`src/rtl/opl3_pkg.sv`:
```
`default_nettype none
// ============================================================================
//  Package   : opl3_pkg
//  Brief     : Shared LFO constants and the LFO snapshot type for the OPL3 core.
//  Revision  : 1.0
// ============================================================================
package opl3_pkg;

  localparam int VIB_IDX_WIDTH  = 13;
  localparam int TREM_STEPS     = 210;
  localparam int TREM_DIV_WIDTH = 6;
  localparam int AM_WIDTH       = 5;

  typedef struct packed {
    logic [2:0] vib_ph;
    logic [7:0] trem_pos;
  } lfo_state_t;

endpackage
`default_nettype wire

```
`src/rtl/opl3_lfo_counters.sv`:
```
`default_nettype none
// ============================================================================
//  Module    : opl3_lfo_counters
//  Brief     : Vibrato index and tremolo triangle counters with synchronous clear.
//  Revision  : 1.0
// ============================================================================
module opl3_lfo_counters
  import opl3_pkg::*;
(
  input  logic       clk,
  input  logic       reset_n,
  input  logic       i_sample_clk_en,
  input  logic       i_lfo_rst,
  output lfo_state_t o_state
);

  localparam logic [7:0] c_TREM_PEAK = 8'(TREM_STEPS / 2 - 1);

  logic [VIB_IDX_WIDTH-1:0]  r_vib_idx;
  logic [TREM_DIV_WIDTH-1:0] r_trem_div;
  logic [7:0]                r_trem_pos;
  logic                      r_trem_down;
  logic                      w_div_wrap;

  assign w_div_wrap = (r_trem_div == '1);

  always_ff @(posedge clk or negedge reset_n) begin
    if (!reset_n) begin
      r_vib_idx   <= '0;
      r_trem_div  <= '0;
      r_trem_pos  <= '0;
      r_trem_down <= 1'b0;
    end else if (i_lfo_rst) begin
      r_vib_idx   <= '0;
      r_trem_div  <= '0;
      r_trem_pos  <= '0;
      r_trem_down <= 1'b0;
    end else if (i_sample_clk_en) begin
      r_vib_idx  <= r_vib_idx + 1'b1;
      r_trem_div <= r_trem_div + 1'b1;
      // The turning step holds the endpoint, so each end is visited twice per period.
      if (w_div_wrap) begin
        if (!r_trem_down) begin
          if (r_trem_pos == c_TREM_PEAK) r_trem_down <= 1'b1;
          else                           r_trem_pos  <= r_trem_pos + 1'b1;
        end else begin
          if (r_trem_pos == 8'd0) r_trem_down <= 1'b0;
          else                    r_trem_pos  <= r_trem_pos - 1'b1;
        end
      end
    end
  end

  assign o_state.vib_ph   = r_vib_idx[VIB_IDX_WIDTH-1 -: 3];
  assign o_state.trem_pos = r_trem_pos;

endmodule
`default_nettype wire

```
`src/rtl/opl3_lfo_mod.sv`:
```
`default_nettype none
// ============================================================================
//  Module    : opl3_lfo_mod
//  Brief     : Time-multiplexed vibrato/tremolo modulation engine, 2-stage slot pipe.
//  Revision  : 1.0
// ============================================================================
module opl3_lfo_mod
  import opl3_pkg::*;
#(
  parameter int FNUM_WIDTH = 10,
  parameter int VIB_WIDTH  = 8,
  parameter int TAG_WIDTH  = 6
) (
  input  logic                  clk,
  input  logic                  reset_n,
  input  logic                  sample_clk_en,
  input  logic                  lfo_rst,
  input  logic                  in_valid,
  input  logic [TAG_WIDTH-1:0]  in_tag,
  input  logic [FNUM_WIDTH-1:0] fnum,
  input  logic                  dvb,
  input  logic                  dam,
  output logic                  out_valid,
  output logic [TAG_WIDTH-1:0]  out_tag,
  output logic [VIB_WIDTH-1:0]  vib_val,
  output logic [AM_WIDTH-1:0]   am_val
);

  lfo_state_t w_lfo;

  opl3_lfo_counters u_counters (
    .clk             (clk),
    .reset_n         (reset_n),
    .i_sample_clk_en (sample_clk_en),
    .i_lfo_rst       (lfo_rst),
    .o_state         (w_lfo)
  );

  logic                  r_s1_valid;
  logic [TAG_WIDTH-1:0]  r_s1_tag;
  logic [FNUM_WIDTH-1:0] r_s1_fnum;
  logic                  r_s1_dvb;
  logic                  r_s1_dam;
  lfo_state_t            r_s1_lfo;

  // The snapshot is taken from the counter registers, i.e. before any update this cycle.
  always_ff @(posedge clk or negedge reset_n) begin
    if (!reset_n) begin
      r_s1_valid <= 1'b0;
      r_s1_tag   <= '0;
      r_s1_fnum  <= '0;
      r_s1_dvb   <= 1'b0;
      r_s1_dam   <= 1'b0;
      r_s1_lfo   <= '0;
    end else begin
      r_s1_valid <= in_valid;
      if (in_valid) begin
        r_s1_tag  <= in_tag;
        r_s1_fnum <= fnum;
        r_s1_dvb  <= dvb;
        r_s1_dam  <= dam;
        r_s1_lfo  <= w_lfo;
      end
    end
  end

  logic [2:0]           w_d0;
  logic [2:0]           w_d1;
  logic [2:0]           w_d2;
  logic [VIB_WIDTH-1:0] w_vib_mag;
  logic [VIB_WIDTH-1:0] w_vib;
  logic [AM_WIDTH-1:0]  w_am;

  assign w_d0      = 3'(r_s1_fnum >> (FNUM_WIDTH - 3));
  assign w_d1      = (r_s1_lfo.vib_ph[1:0] == 2'd3) ? (w_d0 >> 1) : w_d0;
  assign w_d2      = r_s1_dvb ? w_d1 : (w_d1 >> 1);
  assign w_vib_mag = VIB_WIDTH'(w_d2);
  assign w_vib     = r_s1_lfo.vib_ph[2] ? ~w_vib_mag : w_vib_mag;
  assign w_am      = r_s1_dam ? AM_WIDTH'(r_s1_lfo.trem_pos >> 2)
                              : AM_WIDTH'(r_s1_lfo.trem_pos >> 4);

  always_ff @(posedge clk or negedge reset_n) begin
    if (!reset_n) begin
      out_valid <= 1'b0;
      out_tag   <= '0;
      vib_val   <= '0;
      am_val    <= '0;
    end else begin
      out_valid <= r_s1_valid;
      if (r_s1_valid) begin
        out_tag <= r_s1_tag;
        vib_val <= w_vib;
        am_val  <= w_am;
      end
    end
  end

endmodule
`default_nettype wire

```
`config.mk`:
```
export PLATFORM = sky130hd
export DESIGN_NAME = opl3_lfo_mod
export DESIGN_NICKNAME = d
export VERILOG_FILES = /design/src/rtl/opl3_pkg.sv /design/src/rtl/opl3_lfo_counters.sv /design/src/rtl/opl3_lfo_mod.sv
export SDC_FILE = /design/constraint.sdc
export NUM_CORES = 1
export LEC_CHECK = 0
export CORE_MARGIN = 4
export CORE_UTILIZATION = 32
export CTS_CLUSTER_DIAMETER = 100
export DETAILED_ROUTE_END_ITERATION = 6
export PLACE_DENSITY = 0.61
export REMOVE_ABC_BUFFERS = 1
export SLEW_MARGIN = 20
export SYNTH_ARGS = -nofsm -noshare
export SYNTH_HDL_FRONTEND = slang
export SYNTH_SLANG_ARGS = --single-unit
```
`constraint.sdc`:
```
create_clock -name clk -period 3.85 [get_ports clk]
set_clock_uncertainty 0.15 [all_clocks]
set_input_delay 0.77 -clock clk [delete_from_list [all_inputs] [get_ports clk]]
set_output_delay 0.77 -clock clk [all_outputs]
set_load 0.02 [all_outputs]
```
# ---- Word-level counts from Yosys, hierarchy flattened
# Cells that the tools add are included.
dict set report word_totals {
  register_bits 78
  input_bits 23
  out_inout_bits 20
  wordCells 50
}
dict set report classes {
  add_sub_neg 4
  n_eq_ne 5
  muxes 20
  bitwise 1
  n_reduce_logical 5
}
# op count
set op_table {}
lappend op_table {{2-to-1 mux 8 bit} 7}
lappend op_table {{2-to-1 mux 13 bit} 2}
lappend op_table {{adder 13 x 1 -> 13 bit (second input constant)} 1}
lappend op_table {{2-to-1 mux 6 bit} 2}
lappend op_table {{adder 8 x 1 -> 8 bit (second input constant)} 1}
lappend op_table {{equality test 8 x 7 -> 1 bit (second input constant)} 1}
lappend op_table {{zero test 8 bit} 1}
lappend op_table {{inverter 3 -> 8 bit} 1}
lappend op_table {{subtractor 8 x 1 -> 8 bit (second input constant)} 1}
lappend op_table {{adder 6 x 1 -> 6 bit (second input constant)} 1}
lappend op_table {{equality test 6 bit (second input constant)} 1}
lappend op_table {{2-to-1 mux 1 bit} 6}
lappend op_table {{2-to-1 mux 3 bit} 2}
lappend op_table {{2-to-1 mux 5 bit} 1}
lappend op_table {{AND reduction 4 bit} 1}
lappend op_table {{nonzero test 2 bit} 2}
lappend op_table {{!= test 3 x 2 -> 1 bit (second input constant)} 1}
lappend op_table {{!= test 3 bit (second input constant)} 1}
lappend op_table {{equality test 2 bit (second input constant)} 1}
lappend op_table {{AND reduction 2 bit} 1}

# ---- Depth between registers and ports, before layout
# Gate-level depths: netlist of run 1.
dict set report depth {
  word_depth 6
  depth_mapped 7
  depth_no_buf 6
}

# ---- Modules after synthesis
# A second synthesis of run 1 with hierarchy kept.
dict set report hier_totals {
  hier_cells 282
  hier_area_um2 3188.1
}
# module n_inst cells_per_inst area_each_um2
set by_module_without_submodules {}
lappend by_module_without_submodules {opl3_lfo_counters 1 171 1664.1}
lappend by_module_without_submodules {opl3_lfo_mod 1 111 1524.0}

# ---- Least setup slack after synthesis of run 1
# Ideal clock, no wire load.
dict set report synth_timing {
  path_kind {register -> register}
  startpoint {reg u_counters.r_trem_down}
  endpoint {reg u_counters.r_trem_pos[7]}
  arrival_ns 1.896
  t_required_ns 3.575
  path_slack_ns 1.679
  stages_incl_launch_ff 7
  path_buffers 0
  cell_sequence {dfrtp_1 > ha_1 > o21ai_0 > or2b_2 > and3b_1 > o21ai_4 > mux2_4}
}
dict set report synth_between {
  elab_chain_cells 4
}
# item line_no
set synth_rtl {}
lappend synth_rtl {{start, declared} opl3_lfo_counters.sv:22} ;# logic r_trem_down;
lappend synth_rtl {{start signal, assigned} opl3_lfo_counters.sv:32} ;# r_trem_down <= 1'b0;
lappend synth_rtl {{start signal, assigned} opl3_lfo_counters.sv:37} ;# r_trem_down <= 1'b0;
lappend synth_rtl {{start signal, assigned} opl3_lfo_counters.sv:44} ;# if (r_trem_pos == c_TREM_PEAK) r_trem_down <= 1'b1;
lappend synth_rtl {{2-to-1 mux 8 bit} opl3_lfo_counters.sv:43} ;# if (!r_trem_down) begin
lappend synth_rtl {{2-to-1 mux 8 bit} opl3_lfo_counters.sv:42} ;# if (w_div_wrap) begin
lappend synth_rtl {{2-to-1 mux 8 bit} opl3_lfo_counters.sv:38} ;# end else if (i_sample_clk_en) begin
lappend synth_rtl {{2-to-1 mux 8 bit} opl3_lfo_counters.sv:33} ;# end else if (i_lfo_rst) begin
lappend synth_rtl {{end signal, assigned} opl3_lfo_counters.sv:45} ;# else r_trem_pos <= r_trem_pos + 1'b1;
lappend synth_rtl {{end signal, assigned} opl3_lfo_counters.sv:48} ;# else r_trem_pos <= r_trem_pos - 1'b1;
lappend synth_rtl {{end, declared} opl3_lfo_counters.sv:21} ;# logic [7:0] r_trem_pos;
# Parallel ways exist; a longest one is shown, timed or not. The select of a mux whose other input is x is not followed.
# A chain may end at the register's enable or synchronous reset.

# ---- Final worst setup path of run 1
dict set report layout_timing {
  startpoint {in lfo_rst}
  endpoint {reg u_counters.r_trem_pos[6]}
}
dict set report layout_between {
  elab_chain_cells 2
}
# item line_no
set layout_rtl {}
lappend layout_rtl {{start, declared} opl3_lfo_mod.sv:17} ;# input logic lfo_rst,
lappend layout_rtl {{!= test 3 x 2 -> 1 bit (no source line) (tied with other cells)} --}
lappend layout_rtl {{AND reduction 4 bit (no source line)} --}
# Parallel ways exist; a longest one is shown, timed or not.

==> metrics.cfg, run 1 <==
[die]
initial_core_util_pct = 33.3
io_pins = 43
die_x_um = 107
fp-row-count = 35
die_h_um = 107
dieArea_um2 = 11400
core-area_um2 = 9370

[drt]
firstDrtPassIters = 4
drtIter0Drc = 106
post_drt_wl_per_cell_um = 12.4
dr_total_vias = 2035
drc_errors = 0
ant_nets = 0
vias_per_cell = 4.60
finalWirelength_um = 5490

[global_route]
antenna_found_initial = 0
grt_start_max_net_pins = 33
grt_remaining_overflow = 0
globalRouteTotalUtil_pct = 10.7
grt_pass1_wl_um = 9640
grt_pass1_vias = 2006

[clock_tree]
clkTransAtPathRegs_ns = 0.08
cts_buffer_depth = 2
post-cts-setup-buffers = 0
cts_sinks = 65
insertion_delay_ns = 0.35
cts_inserted_buffers = 9
ctsResizeCount = 0
cts-root-buf = clkbuf_8
postCtsHoldBufs = 0
htree_levels = 3
cts_tree = yes

[setup_path]
required_ns = 3.94
arrival_ns = 2.57
cp_max_fo = 14
critPathLaunchType = input pin
worst_setup_path_end_kind = flip-flop
worstSetupPathType = in -> reg

[power_and_ir_drop]
leakage_nw = 1.66
power_density_nw_per_um2 = 375
total_power_mw = 1.41
ir_drop_v = 0.000191

[timing]
rsz0062_at_grt = false
finalSetupTns_ns = 0
maxSlewViolCount = 0
fin_crit_sh_pct = 64.6
finalSetupViolCount = 0
layout_min_cycle_time_ns = 2.49
hold_viol = 0
tightest_slew_ns = 0.772
timing.fmax_mhz = 402
slew-limit-headroom_pct = 48.5

[synthesis]
netlist_instances = 269
yosys.area.top_type_share_pct = 52.1
syn_avg_cell_area_um2 = 11.6
ys_seq_elements = 65
ys_top_cells_by_area = dfrtp_1 (52%), mux2_2 (10%), nor2_1 (4.3%), xor2_1 (4.2%), mux2i_1 (3.5%)
ys_warn_count = 0
netlist_area_um2 = 3120
synth_top_area_cell = dfrtp_1
synth.distinct_cells = 43
ys_seq_area_share_pct = 52.1

[placement]
placed_cell_area_um2 = 3590
gp_congestion = 0.787
port_buffers = 35
dp_hpwl_um = 3840

[final_layout]
layout-drive-gt1-share_pct = 20.8
final_cell_area_um2 = 3770
diodes = 0
synthToLayoutAreaGrowth_pct = 20.7
nets = 340

[run_status]
outcome = finished, final reports clean

[min_path]
worstHoldPathType = in -> async

[job]
drv_cap = 0

-- critical path, stage by stage --
cell	delay [ns]
clkdlybuf4s50_1	0.45
buf_4	0.19
o211ai_1	0.13
nor2_2	0.16
a21boi_2	0.37
buf_4	0.24
nor2_1	0.06
a31o_2	0.20
-- registers in the layout, summed over array words and instances, names as in the netlist --
signal / count
am_val: 5
u_counters.r_vib_idx: 13
u_counters.r_trem_pos: 8
r_s1_lfo: 9
r_s1_dvb: 1
out_tag: 6
r_s1_fnum: 3
vib_val: 4
r_s1_tag: 6
out_valid: 1
u_counters.r_trem_down: 1
r_s1_valid: 1
r_s1_dam: 1
u_counters.r_trem_div: 6
-- report_power, final --
part | internal (mW) | leakage, nW | switching [mW] | total, mW
Combinational | 0.0829 | 0.725 | 0.0729 | 0.156
Clock | 0.237 | 0.0822 | 0.279 | 0.516
Sequential | 0.716 | 0.849 | 0.0252 | 0.742
Total | 1.04 | 1.66 | 0.377 | 1.41
-- Yosys cell counts (all sizes together) --
cell type / n
a41o: 1
nand4b: 1
or4b: 1
nand2: 13
and3: 3
or3: 2
xnor2: 9
a21oi: 14
nand4: 2
nor3: 2
or2b: 1
dfrtp: 65
o2111ai: 3
a31o: 1
o211ai: 4
a21o: 1
and2b: 1
or4: 1
and3b: 1
inv: 4
mux2: 29
a21boi: 2
a211oi: 3
nor2b: 1
fa: 1
buf: 7
clkbuf: 7
nand3: 7
o21ai: 9
xor2: 15
nor2: 38
mux2i: 11
a22oi: 1
ha: 8
-- logic make-up (layout without fill, tap and decap cells) --
family	count (synthesis)	in the layout	share of synthesized area, %
buffers and inverters	18	62	3.32
and+or+nand+nor	74	74	11.4
adders and majority gates	9	9	3.84
xor gates and xnor gates	24	24	6.73
muxes	40	40	14.1
AOI/OAI and AO/OA	39	39	8.57
DFF	65	65	52.1
-- final timing paths --
check | from | cells after the start | end | slack (ns)
setup / recovery | lfo_rst | 8 | u_counters.r_trem_pos[6] | 1.36
hold / removal | reset_n | 1 | r_s1_lfo[2] | 0.31
setup reg to reg | u_counters.r_trem_down | 6 | u_counters.r_trem_pos[7] | 1.51
hold reg to reg | r_s1_tag[2] | 1 | out_tag[2] | 0.35
max in group asynchronous | reset_n | 2 | u_counters.r_trem_div[2] | 2.50
min in group clk | r_s1_tag[2] | 1 | out_tag[2] | 0.35
-- routing by layer --
metal	vias up	share of wire [%]	GRT usage, %
met5	-	0	0
met4	0	1.9	4.38
met3	11	4.9	4.03
met2	33	44	15.7
met1	975	50	14.2
li1	1016	-	-
-- through the flow --
stage	instances	hold slack, ns	worst slack [ns]	utilization, %
floorplan	255	0.324	1.68	-
global placement	426	0.329	1.01	38.4
detailed placement	426	0.340	0.985	38.4
CTS	442	0.329	1.37	40.3
global route	442	0.357	1.19	40.3
finish	442	0.314	1.36	40.3
-- layout by cell type (no fill, tap or decap), types with 2 or more instances in the layout --
cell              n
a211oi_1          2
a21boi_2          2
a21oi_1          14
and3_1            3
buf_4             7
clkbuf_8          9
clkdlybuf4s50_1  34
clkinvlp_4        3
dfrtp_1          65
ha_1              8
inv_1             4
inv_6             2
mux2_2           28
mux2i_1          11
nand2_1          12
nand3_1           7
nand4_1           2
nor2_1           36
nor3_1            2
o2111ai_1         3
o211ai_1          4
o21ai_0           8
or3_1             2
xnor2_1           9
xor2_1           15
-- area by class of cell --
class	instances	area [µm²]
clock inverter	7	53.8
tap	129	161
multi-input combinational	186	1390
fill	936	5600
timing repair buffer	42	398
sequential	65	1630
inverter	4	15.0
clock buffer	9	124
(Power assumes the default switching activity.)
==> run 2, diff against run 1 <==
--- a/config.mk
+++ b/config.mk
@@ -9,7 +9,7 @@
 export CORE_UTILIZATION = 32
 export CTS_CLUSTER_DIAMETER = 100
 export DETAILED_ROUTE_END_ITERATION = 6
-export PLACE_DENSITY = 0.61
+export PLACE_DENSITY = 0.63
 export REMOVE_ABC_BUFFERS = 1
 export SLEW_MARGIN = 20
 export SYNTH_ARGS = -nofsm -noshare
==> constraint.sdc (replaced) <==
create_clock -name clk -period 2 [get_ports clk]
set_clock_uncertainty 0.15 [all_clocks]
set_input_delay 0.4 -clock clk [delete_from_list [all_inputs] [get_ports clk]]
set_output_delay 0.4 -clock clk [all_outputs]
set_load 0.02 [all_outputs]
==> metrics.cfg, run 2 (same netlist as run 1, synthesis figures left out) <==
[final_layout]
nets = 374  ; +10%
final_cell_area_um2 = 4180  ; +11%
synthToLayoutAreaGrowth_pct = 33.9
layout-drive-gt1-share_pct = 30.8  ; +10 points
top_register = u_counters.r_vib_idx
diodes = 0  ; unchanged
final_common_cell = dfrtp_1
layout_common_cells = dfrtp_1 (64), nor2_1 (36), buf_4 (36)
largest_reg_flops = 13  ; unchanged
n_fill_cell = 891  ; -4.8%
reg.largest.list = u_counters.r_vib_idx: 13 flops, r_s1_lfo: 9 flops, u_counters.r_trem_pos: 8 flops

[die]
die_x_um = 107  ; unchanged
io_pins = 43  ; unchanged
dieArea_um2 = 11400  ; unchanged
initial_core_util_pct = 33.3  ; unchanged
die_h_um = 107  ; unchanged
core-area_um2 = 9370  ; unchanged
fp-row-count = 35  ; unchanged

[timing]
fin_crit_sh_pct = 106
finalSetupViolCount = 2  ; +2
timing.fmax_mhz = 474
hold_viol = 0  ; unchanged
hold_slack_ns = 0.347  ; +0.0321 ns
finalSetupTns_ns = -0.114  ; -0.114 ns
fin_ws_ns = -0.111  ; -1.47 ns
maxSlewViolCount = 0  ; unchanged
slew-limit-headroom_pct = 70.2  ; +22 points
tightest_slew_ns = 0.447  ; -0.324 ns
layout_min_cycle_time_ns = 2.11
rsz0062_at_grt = true

[setup_path]
r2r_start = u_counters.r_trem_down
critPathLaunchType = flip-flop
worstSetupEndpoint = u_counters.r_trem_pos[7]
r2r_cells = 6  ; unchanged
cp_max_fo = 7  ; -7
cp-startpoint = u_counters.r_trem_down
reg2reg_slack_ns = -0.11  ; -1.62 ns
crit_path_top_delay_cell = dfrtp_2
worstSetupPathType = reg -> reg
path_depth = 6  ; -2
required_ns = 2.06  ; -1.88 ns
cpLargestDelayFamily = compound AO/OA/AOI/OAI gates
worst_setup_path_end_kind = flip-flop
r2r_end = u_counters.r_trem_pos[7]
arrival_ns = 2.17  ; -0.40 ns
path_cells = ha_1 > a211oi_2 > o211ai_1 > and3b_1 > o21ai_4 > mux2_4
path_buf_inv = 0  ; -3
cpPeakStageDelay_ns = 0.46  ; about the same

[power_and_ir_drop]
power_switching_mw = 0.677  ; +80%
power_density_nw_per_um2 = 716  ; +91%
swShare_pct = 22.6  ; -4.1 points
ir_drop_v = 0.000512  ; +170%
power_frac_seq_pct = 47.5  ; -5.0 points
p_int_mw = 2.32  ; +120%
leakage_nw = 1.87  ; +13%
p_comb_share_pct = 10.8  ; -0.2 points
total_power_mw = 3.00  ; +110%
clkPwrFrac_pct = 41.7  ; +5.2 points

[clock_tree]
cts_buffer_depth = 2  ; unchanged
cts_inserted_buffers = 9  ; unchanged
cts-root-buf = clkbuf_8
cts_sinks = 65  ; unchanged
htree_levels = 3  ; unchanged
clkTransAtPathRegs_ns = 0.08  ; about the same
cts_tree = yes
insertion_delay_ns = 0.33  ; -0.02 ns

[drt]
dr_total_vias = 2192  ; +7.7%
post_drt_wl_per_cell_um = 12.4  ; about the same
vias_per_cell = 4.61  ; about the same
drtIter0Drc = 88  ; -17%
ant_nets = 0  ; unchanged
drc_errors = 0  ; unchanged
firstDrtPassIters = 5  ; +1
finalWirelength_um = 5910  ; +7.7%

[global_route]
globalRouteTotalUtil_pct = 11.1  ; +0.41 points
grt_remaining_overflow = 0  ; unchanged
grt_pass1_vias = 2330  ; +16%
antenna_found_initial = 0  ; unchanged
grt_pass1_wl_um = 10500  ; +8.7%
grt_start_max_net_pins = 37  ; +12%

[run_status]
violations = setup timing
outcome = finished, violations left

[placement]
gp_congestion = 0.841  ; +7.0%
placed_cell_area_um2 = 3870  ; +7.7%
port_buffers = 35  ; unchanged
dp_hpwl_um = 4300  ; +12%

[min_path]
worstHoldPathType = reg -> reg

[job]
drv_cap = 0  ; unchanged

## run 2: changes by cell type in the layout (fill, tap and decap cells not counted), moves of 3 or more
cell / delta
a21oi_2: +3
buf_4: +29
a21oi_1: -3
ha_4: +3
buf_12: +3
ha_1: -3
## run 2: what timing repair did
item / 4_1_cts / 5_1_grt
pin swaps: 6 / 2
endpoints found under the setup margin: 3 / 4
endpoints found under the hold margin: 17 / 0
setup buffers: 0 / 1
gates resized for setup: 11 / 2
hold buffers: 1 / 0
## run 2: how the worst min path moves through the flow
stage	start	to	slack [ns]	depth (start not counted)
6_report	r_s1_tag[2]	out_tag[2]	0.35	1
2_1_floorplan	reset_n	am_val[0]	-0.05	0
3_5_place_dp	reset_n	out_tag[2]	0.23	1
3_3_place_gp	reset_n	r_s1_tag[2]	0.22	1
5_1_grt	r_s1_tag[2]	out_tag[2]	0.37	1
4_1_cts	r_s1_tag[2]	out_tag[2]	0.35	1
## run 2: metrics by stage
step	util [%]	instances	worst slack, ns
floorplan	-	255	-0.171
global placement	41.3	458	-0.232
detailed placement	41.3	458	-0.256
CTS	44.5	475	-0.0954
global route	44.6	476	-0.191
finish	44.6	476	-0.111
## run 2: power groups by stage
stage	Combinational [mW]	Sequential (mW)	Clock, mW
floorplan	0.0944	1.49	0
global placement	0.323	1.45	0
detailed placement	0.327	1.45	0
CTS	0.330	1.42	1.29
global route	0.352	1.43	1.35
finish	0.322	1.42	1.25
## run 2: metal layers
layer  up-vias  wire length [µm]  track usage [%]  part of all wire (%)
met5         -                 0                0                     0
met4         0                 6             1.74                  0.10
met3         2               220             3.55                   3.7
met2        40              3010             19.1                    51
met1      1072              2670             14.0                    45
li1       1078                 -                -                     -
## run 2: final cells by class
class                           instances  area (µm²)  area share (%)
Tap cell                              129         161            3.86
Sequential cell                        65        1630            38.9
Clock inverter                          5        77.6            1.85
Multi-Input combinational cell        186        1450            34.7
Inverter                                4        15.0           0.359
Clock buffer                           11         151            3.62
Timing Repair Buffer                   76         697            16.7
==> RTL change (config.mk and constraints of run 2) <==
Register the output `vib_val` once more; this adds one clock of latency there. The other outputs are not delayed to match.
--- a/src/rtl/opl3_lfo_mod.sv
+++ b/src/rtl/opl3_lfo_mod.sv
@@ -25,6 +25,8 @@
   output logic [VIB_WIDTH-1:0]  vib_val,
   output logic [AM_WIDTH-1:0]   am_val
 );
+
+  logic [VIB_WIDTH-1:0] vib_val_s0;
 
   lfo_state_t w_lfo;
 
@@ -83,18 +85,22 @@
     if (!reset_n) begin
       out_valid <= 1'b0;
       out_tag   <= '0;
-      vib_val   <= '0;
+      vib_val_s0 <= '0;
       am_val    <= '0;
     end else begin
       out_valid <= r_s1_valid;
       if (r_s1_valid) begin
         out_tag <= r_s1_tag;
-        vib_val <= w_vib;
+        vib_val_s0 <= w_vib;
         am_val  <= w_am;
       end
     end
   end
 
+  always_ff @(posedge clk) begin
+    vib_val <= vib_val_s0;
+  end
+
 endmodule
 `default_nettype wire
 
Check against the original RTL: not equivalent (a bounded check fails within 4 cycles, from zero or initial values and one cycle with reset_n low).
==> RTL change against run 2 <==
The flow still finishes with violations (setup timing); cell area is 2.2% higher; combinational power down 2%; routed wire length increased by 6.2%; final cell count is 1.3% higher; clock power is 5% lower; worst setup slack lost 0.0032 ns; total power is 0.62% higher; area after synthesis rose by 1.8%; count of clock-buffer cells in the layout is 1 lower; die area increased by 1.7%; sequential power increased by 6%; sequential cell count rose by 4.
==> RTL change: results <==
[clocking]
clock_latency_ns = 0.34
htreeDepth = 3
cts_buffers = 9
clockBufferDepth = 2

[timing]
holdWs_ns = 0.216
setup_tns_ns = -0.431
setup_slack_ns = -0.114
worst_slew_pin_slew_ns = 0.454
hold_viol_final = 0
setup_viol = 7

[layout]
drive_gt1_frac = 0.292
largestRegisters = u_counters.r_vib_idx x13, r_s1_lfo x9, u_counters.r_trem_pos x8
final_nets = 376
nFillCells = 926
diodes = 0

[placement]
dp_hpwl_um = 4230
globalplace.congestion = 0.806

[critical_path]
critPathLaunch = u_counters.r_trem_down$_DFFE_PN0P_
critPathMaxFanout = 5
cpPeakStageDelay_ns = 0.49
reg2regPathDepth = 6
slowest_stage = dfrtp_2
worstPathArrival_ns = 2.19
crit_path_end = u_counters.r_trem_pos[7]$_DFFE_PN0P_

[synth]
synth-async-reset-ratio = 0.942
ys_top_cells_by_area = dfrtp_1, mux2_2, nor2_1
yosysSeqAreaShare = 0.537
yosys_warnings = 0
synth_commonest_cells = dfrtp_1, nor2_1, mux2_2
ys_types = 43

[global_routing]
grt_max_degree = 51
grt_pass1_wl_um = 10800
grtUsageTotal = 0.115
grt_pass1_vias = 2258

[routing]
drt-initial-drc-count = 111
viasPerCell = 4.63
drt-total-wl_um = 6270
drc = 0
dr.pass1.iters = 4

[hold_path]
whs_endpoint = vib_val[6]$_DFF_P_
hold_class = flop to flop
whs_path_depth = 0
hold_start = vib_val_s0[6]$_DFFE_PN0P_

[power_and_ir_drop]
p_leak_nw = 1.88
clkPwrFrac = 0.394
internal_power_w = 0.00225
power-top-group = sequential cells
peakVddDrop_mv = 0.361
power.total_w = 0.00301
pg_seq_w = 0.00151

[run_status]
run_status = complete, but fails checks
violations = setup timing
RTL change: cell types whose count changed after synthesis, moves of 3 or more:
| cell | before | now |
|---|---|---|
| dfxtp_1 | 0 | 4 |
| nand2_1 | 12 | 8 |
| nor2_1 | 36 | 39 |
| o21ai_0 | 8 | 4 |
RTL change: per-layer routing:
layer	vias to the layer above	global-route usage	wire length [um]	part of all wire
met5	-	0	0	0
met2	37	0.176	2860	0.46
met4	0	0.0361	91	0.015
li1	1102	-	-	-
met3	13	0.0324	300	0.048
met1	1079	0.158	3020	0.48
RTL change: timing repair:
item / CTS / global route
endpoints found under the setup margin: 6 / 10
setup buffers: 3 / 1
hold buffers: 1 / 0
pin swaps: 13 / 2
gates resized for setup: 17 / 4
hold endpoints to repair: 15 / 0
RTL change: cell families (layout without fill, tap and decap cells):
group,after synthesis,after routing,synth area share
AO/OA/AOI/OAI,37,37,0.0775
XOR/XNOR,24,24,0.0661
adder cells (fa/ha/maj),9,9,0.0378
buffers and inverters,18,95,0.0287
flip-flops,69,69,0.537
multiplexers,42,42,0.144
AND/OR/NAND/NOR,73,73,0.110
RTL change: metrics by stage:
step / area, sq um / instances / util / setup slack [ns]
4_1_cts: 4250 / 481 / 0.437 / -0.136
3_3_place_gp: 3900 / 461 / 0.401 / -0.281
2_1_floorplan: 3100 / 258 / - / -0.145
3_5_place_dp: 3900 / 461 / 0.401 / -0.283
6_report: 4280 / 482 / 0.439 / -0.114
5_1_grt: 4280 / 482 / 0.439 / -0.204
RTL change: layout make-up:
type                       count  area (sq um)  share of cell area
multi-input combinational    185          1480               0.347
clock buffer                  10           138              0.0322
inverter                       4          15.0             0.00351
tap                          133           166              0.0389
timing repair buffer          75           696               0.163
clock inverter                 6          70.1              0.0164
sequential                    69          1710               0.399
